File: src/rtl/pipe_ctrl.sv
// pipe_ctrl: central stall/flush sequencer for the 5-stage pipeline.
// Merges per-stage stall requests into stall_state, accepts EX redirects,
// discards a wrong-path fetch still in flight, and keeps saturating
// counters of stall cycles and accepted redirects.
module pipe_ctrl #(
    parameter int CNT_W = 16
) (
    input  logic             clk,
    input  logic             rst,
    input  logic             if_stall_req,
    input  logic             if_busy,
    input  logic             if_fetch_done,
    input  logic             id_stall_req,
    input  logic             mem_stall_req,
    input  logic             ex_jump_req,
    input  logic [31:0]      ex_jump_addr,
    output logic [5:0]       stall_state,
    output logic             jump_flag,
    output logic             pc_jump_en,
    output logic [31:0]      pc_jump_addr,
    output logic             fetch_discard,
    output logic [CNT_W-1:0] stall_cycles,
    output logic [CNT_W-1:0] flush_count
);

    // RUN: normal operation. KILL: a wrong-path fetch is still outstanding
    // and its returning beat must be dropped.
    localparam logic [0:0] RUN  = 1'b0;
    localparam logic [0:0] KILL = 1'b1;

    localparam logic [5:0] HOLD_TO_MEM = 6'b011111;
    localparam logic [5:0] HOLD_TO_ID  = 6'b000111;
    localparam logic [5:0] HOLD_TO_IF  = 6'b000011;

    logic [0:0] state;
    logic [0:0] state_next;
    logic       accept;

    // Saturating increment: sticks at all-ones instead of wrapping.
    function automatic logic [CNT_W-1:0] sat_inc(input logic [CNT_W-1:0] v);
        if (&v) begin
            return v;
        end
        return v + {{(CNT_W-1){1'b0}}, 1'b1};
    endfunction

    // Redirect acceptance, stall merge, flush and discard decode.
    // All outputs are forced quiet while reset is asserted.
    always_comb begin
        accept        = 1'b0;
        stall_state   = 6'b000000;
        jump_flag     = 1'b0;
        pc_jump_en    = 1'b0;
        pc_jump_addr  = 32'h0000_0000;
        fetch_discard = 1'b0;
        state_next    = state;
        if (rst) begin
            if (state == KILL) begin
                // Keep ID starved until the stale fetch has drained.
                fetch_discard = 1'b1;
                stall_state   = mem_stall_req ? HOLD_TO_MEM : HOLD_TO_IF;
                if (if_fetch_done) begin
                    state_next = RUN;
                end
            end else begin
                accept = ex_jump_req & ~mem_stall_req;
                if (accept) begin
                    // Flush overrides younger-stage stalls: their contents die anyway.
                    jump_flag     = 1'b1;
                    pc_jump_en    = 1'b1;
                    pc_jump_addr  = ex_jump_addr;
                    fetch_discard = if_fetch_done;
                    if (if_busy && !if_fetch_done) begin
                        state_next = KILL;
                    end
                end else if (mem_stall_req) begin
                    stall_state = HOLD_TO_MEM;
                end else if (id_stall_req) begin
                    stall_state = HOLD_TO_ID;
                end else if (if_stall_req) begin
                    stall_state = HOLD_TO_IF;
                end
            end
        end
    end

    // FSM state register.
    always_ff @(posedge clk or negedge rst) begin
        if (!rst) begin
            state <= RUN;
        end else begin
            state <= state_next;
        end
    end

    // Saturating performance counters.
    always_ff @(posedge clk or negedge rst) begin
        if (!rst) begin
            stall_cycles <= '0;
            flush_count  <= '0;
        end else begin
            if (stall_state != 6'b000000) begin
                stall_cycles <= sat_inc(stall_cycles);
            end
            if (accept) begin
                flush_count <= sat_inc(flush_count);
            end
        end
    end

endmodule

File: config.mk
export PLATFORM = sky130hd
export DESIGN_NAME = pipe_ctrl
export DESIGN_NICKNAME = d
export VERILOG_FILES = /design/src/rtl/pipe_ctrl.sv
export SDC_FILE = /design/constraint.sdc
export NUM_CORES = 1
export LEC_CHECK = 0
export BUFFER_PORTS_ARGS = -buffer_cell sky130_fd_sc_hd__buf_2
export CAP_MARGIN = 10
export CORE_MARGIN = 1.5
export CORE_UTILIZATION = 45
export DETAILED_ROUTE_END_ITERATION = 16
export PLACE_DENSITY = 0.89
export SYNTH_ARGS = -nofsm -noshare
export SYNTH_HDL_FRONTEND = slang
export SYNTH_SLANG_ARGS = --single-unit
File: constraint.sdc
create_clock -name clk -period 1.96 [get_ports clk]
set_input_delay 0.196 -clock clk [delete_from_list [all_inputs] [get_ports clk]]
set_output_delay 0.196 -clock clk [all_outputs]
set_load 0.02 [all_outputs]
== Yosys cells after proc, flatten, opt, wreduce, memory -nomap -nowiden ==
Cells that the tools add are included.

* Flip-flop bits (word level): 33
* Bits of input ports: 40
* Output and inout port bits: 73

* $add $sub $neg: 2
* Eq/ne operators: 2
* Multiplexer cells: 28
* Bitwise logic cells: 2
* Reduce and logical (&&, ||, !) cells: 7

{| class="wikitable"
|+ Operators with widths
! cell !! count
|-
| $mux W32 || 3
|-
| $add A16 B1 Y16 const B || 2
|-
| $mux W16 || 2
|-
| $reduce_and A16 Y1 || 2
|-
| $mux W5 || 4
|-
| $mux W1 || 16
|-
| $mux W6 || 1
|-
| $reduce_bool A6 Y1 || 1
|-
| $ne A2 B2 Y1 const B || 2
|-
| $reduce_and A2 Y1 || 2
|-
| $mux W3 || 1
|-
| $mux W2 || 1
|-
| $and A1 B1 Y1 || 1
|-
| $logic_and A1 B1 Y1 || 1
|-
| $logic_not A1 Y1 || 1
|-
| $not A1 Y1 || 1
|}

== Depth between registers and ports, before layout ==
* Depth after elaboration: 10
* Mapped depth: 7
* Gate-level depth less buffers: 5

== Worst setup path before layout ==
OpenSTA, ideal clock, no wires.

* Kind: register to register
* Start point: reg flush_count[0]
* End point: reg flush_count[1]
* Setup time: 125 ps
* Data arrival time: 1674 ps
* Required time: 1835 ps
* Setup slack: 161 ps
* Stages on the path, launching flop included: 6
* Path buffers: 0
* Path through: dfrtp_1 > ha_1 > nand2_1 > nor4_4 > a21oi_2 > mux2_2

* Longest elaborated chain between the ends: 5
* Elaborated cells on any way between the ends: 7

{| class="wikitable"
|+ RTL lines
! element !! RTL line !! source
|-
| start: declaration || 23 || <nowiki>output logic [CNT_W-1:0] flush_count</nowiki>
|-
| start signal: assignment || 106 || <nowiki>flush_count <= sat_inc(flush_count);</nowiki>
|-
| branches (longest 5 deep; another with $add A16 B1 Y16) || - ||
|}

Several ways; the timed one is not identified. The select of a mux whose other input is x is not followed.
A chain may end at the register's enable or synchronous reset.

== Final worst setup path ==
* Start point: reg flush_count[2]
* End point: reg flush_count[15]

Same word-level chain as after synthesis.

==> impl_metrics.yaml <==
global_route:
  grt_overflow: 0
  grt_max_degree: 36
  antenna_found_initial: 0
  grt_usage: 0.213
  grt_pass1_vias: 1831
  grt_pass1_wl_mm: 8.57
setup_path:
  crit_start: "flush_count[2]$_DFFE_PN0P_"
  r2r_end: "flush_count[15]$_DFFE_PN0P_"
  path_depth: 4
  crit_arrival_ns: 2.01
  end_kind: "flip-flop"
  worstSetupPathType: "reg2reg"
  crit_end: "flush_count[15]$_DFFE_PN0P_"
  worstPathBufferInverterCount: 0
  crit_family: "simple AND/OR/NAND/NOR gates"
  startpoint_type: "flip-flop"
  rr_worst_depth: 4
  crit_required_ns: 2.13
  slowest_stage: "dfrtp_1"
  rrSetupSlack_ns: 0.12
  r2r_start: "flush_count[2]$_DFFE_PN0P_"
  critPathMaxFanout: 6
  path_cells: "and3_1 > nand4_2 > nor4_1 > mux2_2"
  max_stage_delay_ns: 0.49
floorplan:
  coreArea_um2: 4380
  io_pins: 113
  start_util: 0.470
  die_y_um: 70.7
  rows: 24
  die_w_um: 70.7
  die_area_um2: 4990
final_layout:
  fin_nets: 365
  instances_no_fill: 376
  area_growth_pct: 37.7
  antenna_cells: 0
  drive_above_1_share: 0.469
  final_util: 0.647
  final_common_cell: "buf_2"
  most-common-layout-cells: "buf_2, and2_1, dfrtp_1"
run:
  maxCapViolations: 0
sta:
  max_clock_freq_mhz: 544
  max-slew-margin-rel: 0.650
  rsz0062_at_grt: "false"
  fin_worst_skew_ns: 0.00375
  fin_crit_ns: 1.84
  setup_viol: 0
  finalMaxSlewViolations: 0
  setup_tns_ns: 0
  tightest_slew_ns: 0.522
  holdWs_ns: 0.114
  min_period_over_period: 0.939
  hold_violations: 0
synth:
  ys_types: 49
  synth.avg_cell_area_um2: 10.1
  async_reset_ff_frac: 1.00
  yosysSeqAreaShare: 0.401
  syn_inst: 205
  ys_warn_count: 0
  ys_ff_latch: 33
  synth.net_count: 247
  yosys_most_used_dff: "dfrtp_1"
  synth_edf_count: 0
  syn_area_um2: 2060
worst_hold_path:
  min_path_type: "in2reg"
placement:
  hpwl_mm: 3.97
  place.gp.congestion: 0.851
  io_buffers: 111
  place_inst: 366
routing:
  drtIter0Drc: 138
  routed_wl_mm: 5.41
  post_drt_wl_per_cell_um: 14.4
  vias_per_cell: 5.20
  ant_nets: 0
  drc: 0
  firstDrtPassIters: 4
  vias: 1954
clocking:
  clockRootBuffer: "clkbuf_8"
  clock_sinks: 33
  insertion_delay_ns: 0.29
  clkTransAtPathRegs_ns: 0.07
  cts_buffer_depth: 2
  h-tree-depth: 2
  cts_tree: "yes"
  cts_made_buffers: 5
power_and_ir_drop:
  vdd_drop_max_mv: 0.590
  powerDensity_nw_per_um2: 826
  leakage_nw: 1.59
run_status:
  status: "finished, final reports clean"
metal layers:
| layer | vias to the layer above | routed length [um] | GRT usage |
|---|---|---|---|
| met3 | 7 | 246 | 0.0499 |
| met5 | - | 0 | 0 |
| met2 | 60 | 2730 | 0.348 |
| met4 | 0 | 65 | 0.0671 |
| met1 | 937 | 2370 | 0.282 |
| li1 | 950 | - | - |
state kept, by name, indices dropped and copies added (netlist names):
signal	flops
stall_cycles	16
flush_count	16
state	1
metrics by stage:
step | total power, mW | area (um2) | setup slack (ns)
after floorplan | 1.39 | 2060 | 0.161
after global placement | 1.65 | 2680 | 0.192
after detailed placement | 1.67 | 2680 | 0.128
after CTS | 2.35 | 2820 | 0.0115
after global routing | 2.45 | 2840 | 0.00330
final | 2.34 | 2840 | 0.120
report_power, final:
part | leakage (nW) | total (mW) | switching [mW] | internal, mW
Sequential | 0.419 | 1.01 | 0.208 | 0.799
Combinational | 1.11 | 0.666 | 0.393 | 0.273
Clock | 0.0574 | 0.671 | 0.258 | 0.413
Total | 1.59 | 2.34 | 0.859 | 1.49
worst register-to-register path, cell delays in order (launching register included):
cell and delay, ns:
dfrtp_1 0.49, and3_1 0.28, nand4_2 0.24, nor4_1 0.34, mux2_2 0.37
area by class of cell:
| class | instances | area [um2] |
|---|---|---|
| fill | 363 | 1550 |
| multi-input combinational | 154 | 1160 |
| sequential | 33 | 826 |
| timing repair buffer | 121 | 637 |
| clock buffer | 6 | 82.6 |
| tap | 52 | 65.1 |
| clock inverter | 2 | 37.5 |
| inverter | 8 | 30.0 |
cell families after synthesis:
| logic type | Yosys count | synth area share |
|---|---|---|
| simple gates | 98 | 0.323 |
| flops | 33 | 0.401 |
| compound gates | 25 | 0.0917 |
| xor+xnor | 22 | 0.0935 |
| buf+inv | 18 | 0.0443 |
| mux | 6 | 0.0328 |
| fa+ha+maj | 2 | 0.0121 |
| other cells | 1 | 0.00182 |
how the worst min path moves through the flow:
stage                  startpoint                    endpoint  slack [ns]  cells after the start
floorplan                     rst  flush_count[0]$_DFFE_PN0P_        -0.1                      0
global placement              rst           state$_DFFE_PN0P_        0.17                      2
detailed placement            rst           state$_DFFE_PN0P_        0.17                      2
CTS                 if_fetch_done           state$_DFFE_PN0P_        0.09                      2
global route        if_fetch_done           state$_DFFE_PN0P_        0.11                      2
finish              if_fetch_done           state$_DFFE_PN0P_        0.11                      2
cell usage after synthesis (6+ instances only):
cell	n	share of area
and2_1	33	0.10
dfrtp_1	33	0.40
xor2_1	20	0.085
nand2_1	10	0.018
nand3_1	8	0.019
nor3_1	8	0.019
inv_1	7	0.013
buf_4	6	0.022
mux2_2	6	0.033
repair_timing:
item | 4_1_cts | 5_1_grt
hold buffers | 1 | 0
resized for setup | 1 | 2
pin swaps | 0 | 1
hold endpoints to repair | 8 | 0
endpoints found under the setup margin | 32 | 34
buffers inserted | 0 | 1
Power figures use the tool's default switching activity.
